$ cat src/rtl/vmem_pkg.sv
// Shared definitions for the framebuffer arbiter: geometry defaults, bus widths
// and the scanout FSM state type.
package vmem_pkg;

    localparam int unsigned H_RES_DEF = 640;
    localparam int unsigned V_RES_DEF = 480;
    localparam int unsigned PIX_W     = 24;
    localparam int unsigned ADDR_W    = 19;

    typedef enum logic [1:0] {
        IDLE  = 2'd0,
        PRIME = 2'd1,
        RUN   = 2'd2
    } arb_state_e;

endpackage

$ cat src/rtl/pix_fifo.sv
// Synchronous show-ahead FIFO for prefetched scanout pixels; head is valid
// whenever empty is low, flush empties it in one cycle.
module pix_fifo #(
    parameter  int unsigned WIDTH = 24,
    parameter  int unsigned DEPTH = 16,
    localparam int unsigned PTR_W = $clog2(DEPTH),
    localparam int unsigned LVL_W = PTR_W + 1
) (
    input  logic             clk,
    input  logic             rst,
    input  logic             push,
    input  logic [WIDTH-1:0] push_data,
    input  logic             pop,
    input  logic             flush,
    output logic [WIDTH-1:0] head,
    output logic [LVL_W-1:0] level,
    output logic             empty
);

    logic [WIDTH-1:0] store [DEPTH];
    logic [PTR_W-1:0] rd_ptr;
    logic [PTR_W-1:0] wr_ptr;
    logic [LVL_W-1:0] count;
    logic             full;
    logic             do_pop;
    logic             do_push;

    assign empty   = (count == '0);
    assign full    = (count == LVL_W'(DEPTH));
    assign do_pop  = pop && !empty;
    assign do_push = push && (!full || do_pop);
    assign head    = store[rd_ptr];
    assign level   = count;

    always_ff @(posedge clk) begin
        if (do_push && !flush) begin
            store[wr_ptr] <= push_data;
        end
    end

    always_ff @(posedge clk or negedge rst) begin
        if (!rst) begin
            rd_ptr <= '0;
            wr_ptr <= '0;
            count  <= '0;
        end else if (flush) begin
            rd_ptr <= '0;
            wr_ptr <= '0;
            count  <= '0;
        end else begin
            if (do_push) begin
                wr_ptr <= wr_ptr + 1'b1;
            end
            if (do_pop) begin
                rd_ptr <= rd_ptr + 1'b1;
            end
            count <= count + LVL_W'(do_push) - LVL_W'(do_pop);
        end
    end

endmodule

$ cat src/rtl/vmem_arbiter.sv
// Single-port framebuffer arbiter: raster-order scanout prefetch into pix_fifo,
// writer bus served in spare slots. Optional counters under VMEM_ARB_STATS_EN.
module vmem_arbiter
    import vmem_pkg::*;
#(
    parameter int unsigned       H_RES      = H_RES_DEF,
    parameter int unsigned       V_RES      = V_RES_DEF,
    parameter int unsigned       FIFO_DEPTH = 16,
    parameter int unsigned       LOW_WM     = 4,
    parameter logic [PIX_W-1:0]  UF_COLOR   = '0
) (
    input  logic              clk,
    input  logic              rst,
    input  logic              frame_start,
    input  logic              pix_ready,
    output logic [PIX_W-1:0]  pix_data,
    output logic              pix_valid,
    input  logic              wr_req,
    input  logic [ADDR_W-1:0] wr_addr,
    input  logic [PIX_W-1:0]  wr_data,
    output logic              wr_ack,
    output logic              mem_en,
    output logic              mem_we,
    output logic [ADDR_W-1:0] mem_addr,
    output logic [PIX_W-1:0]  mem_wdata,
    input  logic [PIX_W-1:0]  mem_rdata,
    output logic              underflow
`ifdef VMEM_ARB_STATS_EN
    ,
    output logic [15:0]       uf_count,
    output logic [15:0]       wr_count
`endif
);

    localparam int unsigned TOTAL = H_RES * V_RES;
    localparam int unsigned LVL_W = $clog2(FIFO_DEPTH) + 1;
    localparam int unsigned SUM_W = LVL_W + 1;

    arb_state_e        state;
    arb_state_e        state_nxt;
    logic [ADDR_W-1:0] scan_addr;
    logic              rd_s1;
    logic              rd_s2;
    logic [LVL_W-1:0]  fifo_level;
    logic              fifo_empty;
    logic [PIX_W-1:0]  fifo_head;
    logic [SUM_W-1:0]  level;
    logic              wr_ok;
    logic              wr_in_range;
    logic              low;
    logic              room;
    logic              rd_issue;
    logic              wr_grant;
    logic              uf_event;

    pix_fifo #(
        .WIDTH (PIX_W),
        .DEPTH (FIFO_DEPTH)
    ) u_fifo (
        .clk       (clk),
        .rst       (rst),
        .push      (rd_s2 && !frame_start),
        .push_data (mem_rdata),
        .pop       (pix_ready),
        .flush     (frame_start),
        .head      (fifo_head),
        .level     (fifo_level),
        .empty     (fifo_empty)
    );

    assign pix_valid   = !fifo_empty;
    assign pix_data    = fifo_empty ? UF_COLOR : fifo_head;
    assign uf_event    = pix_ready && fifo_empty;
    assign level       = SUM_W'(fifo_level) + SUM_W'(rd_s1) + SUM_W'(rd_s2);
    assign low         = (level < SUM_W'(LOW_WM));
    assign room        = (level < SUM_W'(FIFO_DEPTH));
    assign wr_in_range = (wr_addr < ADDR_W'(TOTAL));
    // wr_req is still high during the ack cycle; blocking it there avoids a double grant
    assign wr_ok       = wr_req && !wr_ack;

    always_comb begin
        state_nxt = state;
        rd_issue  = 1'b0;
        wr_grant  = 1'b0;
        unique case (state)
            IDLE: begin
                wr_grant = wr_ok;
            end
            PRIME: begin
                if (low) begin
                    rd_issue = room;
                end else begin
                    state_nxt = RUN;
                end
            end
            RUN: begin
                if (low) begin
                    rd_issue = room;
                end else if (wr_ok) begin
                    wr_grant = 1'b1;
                end else if (room) begin
                    rd_issue = 1'b1;
                end
            end
            default: begin
                state_nxt = IDLE;
            end
        endcase
        if (frame_start) begin
            rd_issue  = 1'b0;
            state_nxt = PRIME;
        end
    end

    // rd_s1: read strobe on the RAM bus; rd_s2: its data is on mem_rdata.
    // Clearing both on frame_start drops whatever the old frame had in flight.
    always_ff @(posedge clk or negedge rst) begin
        if (!rst) begin
            state     <= IDLE;
            scan_addr <= '0;
            rd_s1     <= 1'b0;
            rd_s2     <= 1'b0;
            wr_ack    <= 1'b0;
            mem_en    <= 1'b0;
            mem_we    <= 1'b0;
            mem_addr  <= '0;
            mem_wdata <= '0;
            underflow <= 1'b0;
        end else begin
            state  <= state_nxt;
            wr_ack <= wr_grant;
            mem_en <= rd_issue || (wr_grant && wr_in_range);
            mem_we <= wr_grant && wr_in_range;
            rd_s1  <= rd_issue;
            rd_s2  <= rd_s1 && !frame_start;
            if (wr_grant && wr_in_range) begin
                mem_addr  <= wr_addr;
                mem_wdata <= wr_data;
            end else if (rd_issue) begin
                mem_addr <= scan_addr;
            end
            if (frame_start) begin
                scan_addr <= '0;
            end else if (rd_issue) begin
                scan_addr <= (scan_addr == ADDR_W'(TOTAL - 1)) ? '0 : scan_addr + 1'b1;
            end
            if (frame_start) begin
                underflow <= 1'b0;
            end else if (uf_event) begin
                underflow <= 1'b1;
            end
        end
    end

`ifdef VMEM_ARB_STATS_EN
    always_ff @(posedge clk or negedge rst) begin
        if (!rst) begin
            uf_count <= '0;
            wr_count <= '0;
        end else begin
            if (uf_event && (uf_count != '1)) begin
                uf_count <= uf_count + 1'b1;
            end
            if (wr_grant) begin
                wr_count <= wr_count + 1'b1;
            end
        end
    end
`endif

endmodule

$ cat config.mk
export PLATFORM = sky130hd
export DESIGN_NAME = vmem_arbiter
export DESIGN_NICKNAME = d
export VERILOG_FILES = /design/src/rtl/vmem_pkg.sv /design/src/rtl/pix_fifo.sv /design/src/rtl/vmem_arbiter.sv
export SDC_FILE = /design/constraint.sdc
export NUM_CORES = 1
export LEC_CHECK = 0
export ABC_AREA = 1
export CAP_MARGIN = 0
export CORE_ASPECT_RATIO = 1.75
export CORE_MARGIN = 2
export CORE_UTILIZATION = 50
export CTS_CLUSTER_SIZE = 24
export DETAILED_ROUTE_END_ITERATION = 10
export PLACE_DENSITY = 0.7
export SLEW_MARGIN = 25
export SYNTH_ARGS = -nofsm -noshare
export SYNTH_HDL_FRONTEND = slang
export SYNTH_SLANG_ARGS = --single-unit
$ cat constraint.sdc
create_clock -name clk -period 4.3 [get_ports clk]
set_input_delay 0.645 -clock clk [delete_from_list [all_inputs] [get_ports clk]]
set_output_delay 0.645 -clock clk [all_outputs]
set_load 0.01 [all_outputs]
# --- Word-level counts from Yosys, hierarchy flattened ---
# Memory sizes are Yosys's and may differ from the RTL's.
# Cells that the tools add are included.
word_totals:
  reg_bits: 83
  latch_bits: 0
  ram_bits: 384
  mem_bits_ro: 0
  out_inout_bits: 72
  wordCells: 80
  n_memories: 1
classes:
  addsub: 7
  mul: 0
  div_mod_pow: 0
  order_cmp: 3
  n_eq_ne: 6
  n_shift: 0
  muxes: 27
  bitwise_logic: 0
  n_reduce_logical: 23
memory_table:
  columns: ["name", "words", "width", "read_ports", "rd_ports_with_merged_regs", "write_ports", "line", "source"]
  rows:
  - ["u_fifo.store", 16, 24, 1, 0, 1, "pix_fifo.sv:20", "logic [WIDTH-1:0] store [DEPTH];"]
op_table:
  columns: ["operator", "count"]
  rows:
  - ["$mux W19", 5]
  - ["$mux W24", 1]
  - ["$add A19 B1 Y19 const B", 1]
  - ["$eq A19 B19 Y1 const B", 1]
  - ["$lt A19 B19 Y1 const B", 1]
  - ["$mux W4", 4]
  - ["$mux W1", 11]
  - ["$reduce_bool A2 Y1", 5]
  - ["$add A4 B1 Y4 const B", 2]
  - ["$logic_and A1 B1 Y1", 8]
  - ["$add A5 B1 Y6", 1]
  - ["$add A6 B1 Y6", 1]
  - ["$lt A6 B3 Y1 const B", 1]
  - ["$lt A6 B5 Y1 const B", 1]
  - ["$add A5 B1 Y5", 1]
  - ["$eq A5 B5 Y1 const B", 1]
  - ["$logic_not A5 Y1", 1]
  - ["$mux W5", 1]
  - ["$sub A5 B1 Y5", 1]
  - ["$logic_not A1 Y1", 4]
  - ["$mux W2", 2]
  - ["$pmux W1 S2", 2]
  - ["$pmux W2 S2", 1]
  - ["$ne A3 B3 Y1 const B", 1]
  - ["other kinds (7)", 8]

# --- Longest topological paths before layout ---
# Gate-level depths: netlist of the first run.
logic_depth:
  word_depth: 10
  ltp_mapped: 18
  ltp_nobuf: 18

# --- By module ---
# Synthesis of the first run repeated with hierarchy kept, for this count alone.
unflattened:
  hier_cells: 2188
  hier_area_um2: 20872.5
by_module_without_submodules:
  columns: ["module", "instances", "cells_per_inst", "area_each_um2"]
  rows:
  - ["pix_fifo", 1, 1641, 17052.6]
  - ["vmem_arbiter", 1, 547, 3819.9]

# --- Worst setup path before layout of the first run ---
# Ideal clock, no wire load.
synth_path:
  path_kind: "flip-flop to flip-flop"
  startpoint: "register u_fifo.count[2] (netlist: u_fifo.level[2])"
  endpoint: "memory u_fifo.store[0][0], enable pin"
  arrival_ps: 2490
  required_ps: 3895
  setup_slack_ps: 1405
  stages_incl_launch_ff: 10
  path_buffers: 0
  synth_period_minus_slack_ps: 2895
  path_cell_list: "dfrtp_1 inv_1 ha_1 nand3_1 nor3_1 nor2_1 inv_1 nor2_1 nand2_1 nor2_1"
synth_between:
  elab_chain_cells: 8
  word_cells_on_any_way: 10
  classes_between: "eq/ne (1); mux (2); reduce/logical (7)"
synth_lines:
  columns: ["element", "line", "source"]
  rows:
  - ["start, declared", "pix_fifo.sv:23", "logic [LVL_W-1:0] count;"]
  - ["start signal, assigned", "pix_fifo.sv:57", "count <= count + LVL_W'(do_push) - LVL_W'(do_pop);"]
  - ["$logic_not A5 Y1", "pix_fifo.sv:28", "assign empty = (count == '0);"]
  - ["$logic_not A1 Y1", "pix_fifo.sv:30", "assign do_pop = pop && !empty;"]
  - ["$logic_and A1 B1 Y1", "pix_fifo.sv:30", null]
  - ["$logic_or A1 B1 Y1 *", "pix_fifo.sv:31", "assign do_push = push && (!full || do_pop);"]
  - ["$logic_and A1 B1 Y1 *", "pix_fifo.sv:31", null]
  - ["$logic_and A1 B1 Y1 *", "pix_fifo.sv:36", "if (do_push && !flush) begin"]
  - ["$mux W1 *", "pix_fifo.sv:36", null]
  - ["$mux W1 (not written as such) *", "pix_fifo.sv:37", "store[wr_ptr] <= push_data;"]
  - ["end, declared", "pix_fifo.sv:20", null]
# Mark *: on every way between the ends. The rest lies on a longest branch, timed or not.

# --- Worst setup path after layout of the first run ---
layout_path:
  startpoint: "register u_fifo.rd_ptr[0]"
  endpoint: "output port pix_data[0]"
layout_between:
  elab_chain_cells: 2
layout_lines:
  columns: ["element", "line", "source"]
  rows:
  - ["start, declared", "pix_fifo.sv:21", "logic [PTR_W-1:0] rd_ptr;"]
  - ["start signal, assigned", "pix_fifo.sv:55", "rd_ptr <= rd_ptr + 1'b1;"]
  - ["$mem_v2 Z16 W24", null, null]
  - ["$mux W24", "vmem_arbiter.sv:72", "assign pix_data = fifo_empty ? UF_COLOR : fifo_head;"]
  - ["end, declared", "vmem_arbiter.sv:16", "output logic [PIX_W-1:0] pix_data,"]
# No other way between the ends.

==> impl_metrics.py, run 1 <==
metrics = {
    "status": {
        "status": "complete, no violations",
    },
    "worst_setup_path": {
        "cp-end-kind": "output port",
        "critPathMaxStageDelay_ns": 0.62,
        "crit_chain": "buf_4 > o21ai_0 > o22ai_1 > nor2_1 > nor2_1 > o21ai_0 > a21oi_1 > clkdlybuf4s50_1",
        "critPathSlowestCell": "dfrtp_4",
        "rrSetupSlack_ns": 1.22,
        "arrival_ns": 3.28,
        "startpoint_type": "flop",
        "criticalPathCategory": "reg -> out",
        "cp_max_fo": 61,
        "required_ns": 3.65,
    },
    "power": {
        "irDropWorstVdd_uv": 442,
        "power_mw": 12.1,
        "powerDensity_mw_per_mm2": 536,
        "p_leak_nw": 7.93,
    },
    "finish": {
        "area_growth_pct": 16.7,
        "final_nets": 1809,
        "final_cells": 2233,
        "drive_gt1_share_pct": 8.07,
        "antenna_cells": 0,
        "final_area_mm2": 0.0225,
        "fill_cells": 3051,
    },
    "place": {
        "dp_hpwl_mm": 27.2,
        "place_congestion": 0.808,
        "placed_cells": 2159,
        "io_buffers": 143,
        "place_area_mm2": 0.0212,
    },
    "synth": {
        "synthAdderAreaFrac_pct": 1.34,
        "yosys.area_share.simple_pct": 12.3,
        "ys_types": 38,
        "muxShareOfSynthArea_pct": 0,
        "ys.flop_type": "edfxtp_1",
        "ys_ff_latch": 467,
        "synth_edf_count": 384,
        "async_flop_share_pct": 17.8,
        "syn_inst": 1598,
        "synth_compound_area_share_pct": 11.5,
        "synth_warnings": 0,
        "synth-xor-area-share_pct": 0.454,
        "synth-seq-area-share_pct": 70.6,
        "syn_nets": 1690,
        "synth_top_family_by_area": "simple AND/OR/NAND/NOR gates",
        "synth.cell_area_mm2": 0.0193,
        "avgSynthCellArea_um2": 12.1,
    },
    "floorplanning": {
        "fp.dieW_um": 152,
        "ioPinCount": 144,
        "dieArea_mm2": 0.0402,
        "initial_core_util_pct": 50.5,
        "row_count": 95,
        "dieHeight_um": 264,
        "core_area_mm2": 0.0382,
    },
    "routing": {
        "wl_mm": 47.2,
        "detail_route.wl_per_cell_um": 21.2,
        "initialDrtViolationCount": 959,
        "ant_nets": 0,
        "first_pass_iters": 5,
        "vias_per_cell": 5.84,
        "drc": 0,
        "dr_total_vias": 13000,
    },
    "timing": {
        "rsz0062_at_grt": "false",
        "fin_tns_setup_ns": 0,
        "final_max_slew_viol_count": 0,
        "setup_viol": 0,
        "skew_ns": 0.0118,
        "relSlewSlack_pct": 36.8,
        "hold_viol_final": 0,
        "min_period_ns": 3.93,
        "max_clock_freq_ghz": 0.255,
        "fin_crit_sh_pct": 91.4,
        "tightestPinTransition_ns": 0.946,
    },
    "clock_network": {
        "post_cts_buffers": 0,
        "cts_resized": 0,
        "hold_buffers": 0,
        "cts_max_path_buffers": 3,
        "h-tree-depth": 2,
        "tritoncts": "built",
        "clock-sinks": 467,
        "clkTransAtPathRegs_ns": 0.07,
        "cts_made_buffers": 41,
        "clk_root_buffer_cell": "clkbuf_16",
        "clkLatencyLatePin_ns": 0.55,
    },
    "global_routing": {
        "grt_pass1_wl_mm": 73.6,
        "antenna_found_initial": 2,
        "grt_overflow": 0,
        "grt_max_degree": 110,
        "grt_use_total_pct": 23.3,
        "grt_pass1_vias": 13500,
    },
    "hold_path": {
        "worstHoldPathType": "in -> async",
    },
    "run": {
        "cap_violations": 0,
    },
}
## stage by stage
step                      util, %  setup WS, ns  hold slack [ns]
final                        59.0         0.371            0.124
after global routing         59.0         0.185            0.173
after CTS                    59.0         0.366            0.139
after detailed placement     55.6         0.932            0.467
after global placement       55.6         0.930            0.463
after floorplan                 -          1.40            0.349
## state kept, by name (all words and copies together) (netlist names), 2 cells and up
| register | flops |
|---|---|
| mem_addr | 19 |
| u_fifo.rd_ptr | 4 |
| u_fifo.store | 384 |
| u_fifo.level | 5 |
| state | 2 |
| mem_wdata | 24 |
| u_fifo.wr_ptr | 4 |
| scan_addr | 19 |
## power by group
| part | leakage (nW) | switching (mW) | internal [mW] | total [mW] |
|---|---|---|---|---|
| sequential | 4.53 | 0.184 | 5.14 | 5.33 |
| combinational | 2.75 | 1.84 | 1.31 | 3.15 |
| clock | 0.644 | 1.60 | 1.98 | 3.58 |
| total | 7.93 | 3.62 | 8.44 | 12.1 |
## logic make-up (layout without fill, tap and decap cells)
| family | after synthesis | count (layout) |
|---|---|---|
| buf+inv | 160 | 310 |
| xor+xnor | 10 | 10 |
| simple gates | 569 | 569 |
| compound gates | 372 | 372 |
| fa+ha+maj | 20 | 20 |
| flops | 467 | 467 |
## worst max-delay path: cells and delay by family (launching register included)
family / cells / cell delay, ns
buf+inv: 2 / 1.16
simple gates: 2 / 0.16
compound gates: 4 / 0.75
flops: 1 / 0.62
## final cells by class
class                      count  area (um2)  share of cell area (%)
sequential                   467       13600                    60.5
multi-input combinational    971        5000                    22.2
timing repair buffer         174        1750                    7.77
clock buffer                  57        1180                    5.24
tap                          485         607                    2.70
inverter                      62         238                    1.06
clock inverter                17         114                   0.506
## layout by cell type, fill, tap and decap left out, types with 8 or more instances in the layout
master and n:
nor2_1 250, clkdlybuf4s50_1 142, nor3_1 8, o22ai_2 8, nand3_1 108, o21ai_0 211
o21ai_1 18, ha_1 19, o221ai_1 66, buf_4 25, clkbuf_16 43, nor2_2 14
inv_1 56, xor2_1 9, dfrtp_1 80, edfxtp_1 384, a21oi_1 35, nand2_1 165
o22ai_1 31
## worst paths after layout
check,start,endpoint,depth (start not counted)
min in group clk,mem_wdata[3]$_DFFE_PN0P_,mem_wdata[3]$_DFFE_PN0P_,2
max in group asynchronous,rst,scan_addr[7]$_DFFE_PN0P_,2
hold / removal,rst,mem_wdata[10]$_DFFE_PN0P_,1
setup / recovery,u_fifo.rd_ptr[0]$_DFFE_PN0P_,pix_data[0],8
setup reg to reg,u_fifo.level[2]$_DFF_PN0_,u_fifo.store[0][3]$_DFFE_PP_,9
hold reg to reg,mem_wdata[3]$_DFFE_PN0P_,mem_wdata[3]$_DFFE_PN0P_,2
## metal layers
layer  share of wire (%)  track usage [%]  wire length [um]  up-vias
li1                    -                -                 -     6007
met1                  37             26.9             17600     6445
met2                  52             42.0             24700      463
met3                 6.1             4.13              2870      123
met4                 4.4             11.1              2060        4
met5               0.053                0                25        -
## synth_stat cells (2+ instances only)
cell type | number | share of area, %
ha_1 | 19 | 1.2
o221ai_1 | 66 | 3.0
nor4_1 | 3 | 0.097
nor3_1 | 8 | 0.21
o22ai_1 | 31 | 1.0
nand2_1 | 165 | 3.2
o21ai_1 | 18 | 0.47
nand2_4 | 3 | 0.18
nand3_2 | 3 | 0.16
buf_4 | 6 | 0.23
nand3_1 | 108 | 2.8
nor2_1 | 266 | 5.2
clkbuf_2 | 4 | 0.10
nor2_4 | 2 | 0.12
inv_2 | 3 | 0.058
o22ai_2 | 8 | 0.52
buf_1 | 2 | 0.039
buf_6 | 9 | 0.53
nand4_1 | 3 | 0.097
dfrtp_1 | 83 | 11
nand2_2 | 3 | 0.097
o21ai_0 | 211 | 5.5
clkbuf_1 | 54 | 1.1
inv_1 | 58 | 1.1
a21oi_1 | 35 | 0.91
edfxtp_1 | 384 | 60
nor2_2 | 2 | 0.065
xor2_1 | 9 | 0.41
buf_2 | 23 | 0.60
No activity file was read; power rests on OpenSTA's default activity.
==> run 2, diff against run 1 <==
--- a/config.mk
+++ b/config.mk
@@ -12,7 +12,8 @@
 export CORE_UTILIZATION = 50
 export CTS_CLUSTER_SIZE = 24
 export DETAILED_ROUTE_END_ITERATION = 10
-export PLACE_DENSITY = 0.7
+export PLACE_DENSITY = 0.73
+export RECOVER_POWER = 100
 export SLEW_MARGIN = 25
 export SYNTH_ARGS = -nofsm -noshare
 export SYNTH_HDL_FRONTEND = slang
==> constraint.sdc (replaced) <==
create_clock -name clk -period 3.3 [get_ports clk]
set_input_delay 0.495 -clock clk [delete_from_list [all_inputs] [get_ports clk]]
set_output_delay 0.495 -clock clk [all_outputs]
set_load 0.01 [all_outputs]
==> run 2 against run 1 <==
The flow now finishes with violations (hold timing). First-iteration DRC count is 29% higher. Total power grew 31%. Sequential share of layout area shrank 0.78 points. Count of clock-buffer cells in the layout shrank 12. Setup slack lost 0.31 ns. Register-to-register slack worse by 0.99 ns. Critical path depth did not move. Sequential power rose by 30%. Combinational power increased by 35%. Via count is 3.6% higher. Clock power up 29%. Flip-flop and latch count unchanged. Largest cell class unchanged.
==> impl_metrics.py, run 2 (synthesis gave the netlist of run 1 again) <==
metrics = {
    "status": {
        "status": "finished with violations",
        "violations": "hold timing",
    },
    "place": {
        "place_congestion": 0.837,
        "place_area_mm2": 0.0216,
        "dp_slack_ns": 0.306,
        "placed_cells": 2187,
        "io_buffers": 143,
        "dp_hpwl_mm": 28.9,
    },
    "routing": {
        "vias_per_cell": 5.96,
        "wl_mm": 48.7,
        "initialDrtViolationCount": 1238,
        "detail_route.wl_per_cell_um": 21.5,
        "dr_total_vias": 13500,
        "drc": 0,
        "ant_nets": 0,
        "first_pass_iters": 5,
    },
    "finish": {
        "area_growth_pct": 18.3,
        "final_cells": 2265,
        "top_register": "u_fifo.store",
        "largest_reg_flops": 384,
        "drive_gt1_share_pct": 8.32,
        "reg_top3": "u_fifo.store: 384 flops, mem_wdata: 24 flops",
        "final_common_cell": "edfxtp_1",
        "layout_common_cells": "edfxtp_1 (384), nor2_1 (260), o21ai_0 (218)",
        "final_nets": 1845,
        "final_area_mm2": 0.0228,
        "fill_cells": 2947,
    },
    "worst_setup_path": {
        "critPathMaxStageDelay_ns": 0.59,
        "arrival_ns": 2.74,
        "required_ns": 2.80,
        "crit_chain": "clkdlybuf4s18_2 > o21ai_0 > o22ai_1 > nor2_1 > nor2_1 > o21ai_1 > a21oi_2 > clkdlybuf4s50_1",
        "critPathSlowestCell": "clkdlybuf4s50_1",
        "critPathBufInv": 2,
        "startpoint_type": "flop",
        "cp_top_family": "buffers and inverters",
        "crit_top_cell": "nor2_1",
        "criticalPathCategory": "reg -> out",
        "cp_max_fo": 7,
        "cp-end-kind": "output port",
    },
    "timing": {
        "fin_crit_sh_pct": 98.1,
        "fin_tns_setup_ns": 0,
        "final_max_slew_viol_count": 0,
        "hold_viol_final": 8,
        "relSlewSlack_pct": 19.4,
        "tightestPinTransition_ns": 1.21,
        "min_period_ns": 3.24,
        "finalWorstSetupSlack_ns": 0.0625,
        "skew_ns": 0.0204,
        "whs_ns": -0.0111,
        "setup_viol": 0,
        "max_clock_freq_ghz": 0.309,
    },
    "global_routing": {
        "grt_max_degree": 87,
        "grt_pass1_wl_mm": 74.4,
        "grt_overflow": 0,
        "grt_pass1_vias": 13600,
        "grt_use_total_pct": 23.6,
        "antenna_found_initial": 4,
    },
    "hold_path": {
        "worstHoldPathType": "in -> async",
    },
    "clock_network": {
        "clkLatencyLatePin_ns": 0.56,
        "cts_made_buffers": 41,
        "clock-sinks": 467,
        "tritoncts": "built",
        "clkTransAtPathRegs_ns": 0.06,
        "clk_root_buffer_cell": "clkbuf_16",
        "h-tree-depth": 2,
        "cts_max_path_buffers": 3,
    },
    "floorplanning": {
        "dieHeight_um": 264,
        "initial_core_util_pct": 50.5,
        "fp.dieW_um": 152,
        "row_count": 95,
        "core_area_mm2": 0.0382,
        "dieArea_mm2": 0.0402,
        "ioPinCount": 144,
    },
    "power": {
        "power_mw": 15.8,
        "powerDensity_mw_per_mm2": 693,
        "irDropWorstVdd_uv": 534,
        "p_leak_nw": 8.26,
    },
    "run": {
        "cap_violations": 0,
    },
}
run 2: cell count changes in the layout (fill, tap and decap cells not counted), moves of 8 or more:
cell             previous run  this run
nor2_1                    250       260
dlygate4sd3_1               0        72
nor2_2                     14         3
clkdlybuf4s50_1           142        50
clkbuf_1                    7        16
buf_4                      25        17
dlygate4sd2_1               0        12
run 2: worst paths after layout:
check | cells past startpoint | end | startpoint | slack, ns
worst max-delay path | 8 | pix_data[10] | u_fifo.rd_ptr[0]$_DFFE_PN0P_ | 0.06
worst min-delay path | 1 | mem_wdata[23]$_DFFE_PN0P_ | rst | -0.01
worst max register to register | 10 | u_fifo.store[10][14]$_DFFE_PP_ | u_fifo.level[2]$_DFF_PN0_ | 0.23
worst min register to register | 2 | mem_wdata[22]$_DFFE_PN0P_ | mem_wdata[22]$_DFFE_PN0P_ | 0.48
max in group asynchronous | 2 | scan_addr[5]$_DFFE_PN0P_ | rst | 1.88
min in group clk | 2 | mem_wdata[22]$_DFFE_PN0P_ | mem_wdata[22]$_DFFE_PN0P_ | 0.48
run 2: per-layer routing:
layer / track usage (%) / share of wire (%) / wire length (um)
met5: 0 / 0.060 / 29
met4: 11.4 / 4.2 / 2070
met3: 4.59 / 8.4 / 4080
met2: 42.8 / 52 / 25400
met1: 26.7 / 35 / 17100
run 2: final cells by class:
| class | instances | area, um2 | share of cell area [%] |
|---|---|---|---|
| diodes | 1 | 2.50 | 0.0110 |
| clock buffers | 45 | 1040 | 4.57 |
| clock inverters | 24 | 216 | 0.950 |
| inverters | 62 | 246 | 1.08 |
| multi-input cells | 971 | 4960 | 21.8 |
| flip-flops and latches | 467 | 13600 | 59.7 |
| well taps | 485 | 607 | 2.66 |
| repair buffers | 209 | 2090 | 9.18 |
| repair inverters | 1 | 8.76 | 0.0384 |
run 2: where the power goes:
group / internal [mW] / switching, mW
clock network: 2.52 / 2.09
registers: 6.70 / 0.227
logic: 1.73 / 2.52
run 2: through the flow:
step / util, % / hold WS (ns)
after CTS: 60.2 / 0.00285
after global routing: 59.7 / 0.0440
final: 59.7 / -0.0111
after detailed placement: 56.7 / 0.469
after global placement: 56.7 / 0.463
after floorplan: - / 0.199
run 2: what timing repair did:
| item | CTS | global route |
|---|---|---|
| pin swaps | 0 | 2 |
| hold buffers | 0 | 0 |
| endpoints found under the setup margin | 24 | 12 |
| gates cloned | 0 | 2 |
| endpoints found under the hold margin | 0 | 0 |
| gates resized for setup | 24 | 21 |
| buffers inserted | 2 | 4 |
==> run 3, diff against run 2 <==
--- a/config.mk
+++ b/config.mk
@@ -7,14 +7,15 @@
 export LEC_CHECK = 0
 export ABC_AREA = 1
 export CAP_MARGIN = 0
-export CORE_ASPECT_RATIO = 1.75
+export CORE_ASPECT_RATIO = 1.25
 export CORE_MARGIN = 2
 export CORE_UTILIZATION = 50
 export CTS_CLUSTER_SIZE = 24
 export DETAILED_ROUTE_END_ITERATION = 10
 export PLACE_DENSITY = 0.73
 export RECOVER_POWER = 100
-export SLEW_MARGIN = 25
+export SETUP_SLACK_MARGIN = 0.1
+export SLEW_MARGIN = 20
 export SYNTH_ARGS = -nofsm -noshare
 export SYNTH_HDL_FRONTEND = slang
 export SYNTH_SLANG_ARGS = --single-unit
==> run 3 against run 2 <==
The run ends with capacitance limit, slew limit left. Register-to-register slack got worse by 0.05 ns. Non-clock buffer count up 13. Largest cell class unchanged. First-iteration DRC count up 4.1%. Critical endpoint is now pix_data[1]. Highest routed layer unchanged. Largest power group unchanged. Hold slack better by 0.45 ns. Setup slack better by 0.071 ns. Maximum frequency grew 2.3%. Die area down 0.13%.
==> impl_metrics.py, run 3 (synthesis gave the netlist of run 1 again) <==
metrics = {
    "worst_setup_path": {
        "crit_start": "u_fifo.rd_ptr[0]$_DFFE_PN0P_",
        "arrival_ns": 2.67,
        "reg2reg_to": "u_fifo.store[7][11]$_DFFE_PP_",
        "r2r-start": "u_fifo.level[2]$_DFF_PN0_",
        "startpoint_type": "flop",
        "required_ns": 2.80,
        "criticalPathCategory": "reg -> out",
        "cp-end-kind": "output port",
        "rrSetupSlack_ns": 0.18,
        "r2r_cells": 10,
        "cp_max_fo": 14,
    },
    "timing": {
        "fin_tns_setup_ns": 0,
        "final_max_slew_viol_count": 73,
        "finalWorstSetupSlack_ns": 0.134,
        "min_period_ns": 3.17,
        "fin_crit_sh_pct": 95.9,
        "setup_viol": 0,
        "hold_viol_final": 0,
        "max_clock_freq_ghz": 0.316,
        "tightestPinTransition_ns": 1.86,
        "relSlewSlack_pct": -24.0,
        "skew_ns": 0.0253,
        "rsz0062_at_grt": "false",
    },
    "clock_network": {
        "cts_max_path_buffers": 3,
        "cts_made_buffers": 44,
        "clkTransAtPathRegs_ns": 0.07,
        "clk_root_buffer_cell": "clkbuf_16",
        "h-tree-depth": 2,
        "clkLatencyLatePin_ns": 0.57,
        "clock-sinks": 467,
        "tritoncts": "built",
    },
    "global_routing": {
        "grt_pass1_wl_mm": 75.7,
        "grt_pass1_vias": 13600,
        "grt_use_total_pct": 24.3,
        "grt_max_degree": 73,
        "antenna_found_initial": 5,
        "grt_overflow": 0,
    },
    "finish": {
        "regArea_mm2": 0.0136,
        "final_common_cell": "edfxtp_1",
        "reg_top3": "u_fifo.store: 384 flops, mem_wdata: 24 flops",
        "multi_input_area_mm2": 0.00493,
        "fin_util_pct": 60.7,
        "final_nets": 1861,
        "largest_reg_flops": 384,
        "layout_common_cells": "edfxtp_1 (384), nor2_1 (264), o21ai_0 (217)",
        "area_growth_pct": 20.2,
        "fill_cells": 2888,
        "top_register": "u_fifo.store",
        "drive_gt1_share_pct": 9.15,
    },
    "routing": {
        "drc": 0,
        "ant_nets": 0,
        "first_pass_iters": 5,
        "wl_mm": 50.2,
        "vias_per_cell": 5.92,
        "initialDrtViolationCount": 1289,
        "dr_total_vias": 13600,
        "detail_route.wl_per_cell_um": 21.9,
    },
    "place": {
        "io_buffers": 143,
        "dp_hpwl_mm": 27.6,
        "place_congestion": 0.843,
        "dp_slack_ns": 0.376,
    },
    "floorplanning": {
        "core_area_mm2": 0.0381,
        "dieArea_mm2": 0.0401,
        "row_count": 80,
        "fp.dieW_um": 180,
        "initial_core_util_pct": 50.5,
        "ioPinCount": 144,
        "dieHeight_um": 224,
    },
    "status": {
        "violations": "capacitance limit, slew limit",
        "status": "finished with violations",
    },
    "power": {
        "power_mw": 16.5,
        "irDropWorstVdd_uv": 439,
        "powerDensity_mw_per_mm2": 714,
        "p_leak_nw": 8.45,
    },
    "run": {
        "cap_violations": 1,
    },
    "hold_path": {
        "worstHoldPathType": "in -> async",
    },
}
## run 3: per-layer routing
layer  track usage, %  share of wire (%)  wire length (um)
met1             29.8                 38             18900
met2             41.8                 49             24900
met3             5.27                9.0              4510
met4             10.1                3.9              1950
met5                0              0.068                34
## run 3: stage by stage
step                instances  hold slack, ns  instance area, um2
finish                   2299           0.442               23200
global route             2296           0.483               23200
CTS                      2290           0.117               23300
detailed placement       2193           0.464               21500
global placement         2193           0.462               21500
floorplan                1598           0.199               19300
## run 3: critical path, cell delays in order, from the launching register on
cell      delay [ns]
dfrtp_4         0.57
inv_12          0.12
buf_4           0.14
buf_4           0.18
nor2_1          0.08
o22ai_1         0.20
nor2_1          0.08
nor2_1          0.13
o21ai_0         0.12
a21oi_1         0.29
clkbuf_2        0.19
## run 3: power by group
part,leakage (nW),internal [mW],switching [mW]
Combinational,3.19,1.84,2.62
Clock,0.725,2.99,2.16
Sequential,4.54,6.70,0.224
Total,8.45,11.5,5.00
## run 3: repair_timing
item	CTS	global route
pin swaps	4	2
setup endpoints to repair	24	6
resized for setup	37	10
hold buffers	0	0
cloned	7	3
setup buffers	9	3
## run 3: worst max-delay path by stage
stage,endpoint,slack [ns],cells after the start
floorplan,u_fifo.store[0][0]$_DFFE_PP_,0.40,9
global placement,pix_data[13],0.40,8
detailed placement,pix_data[18],0.38,9
CTS,pix_data[18],-0.004,8
global route,pix_data[6],0.05,9
finish,pix_data[1],0.13,10
## run 3: cell type report
class                   instances  area share (%)
well taps                     492            2.66
clock buffers                  60            5.41
flip-flops and latches        467            58.8
repair inverters                1          0.0378
repair buffers                222            9.74
inverters                      62            1.07
diodes                          3          0.0324
clock inverters                21           0.972
multi-input cells             971            21.3
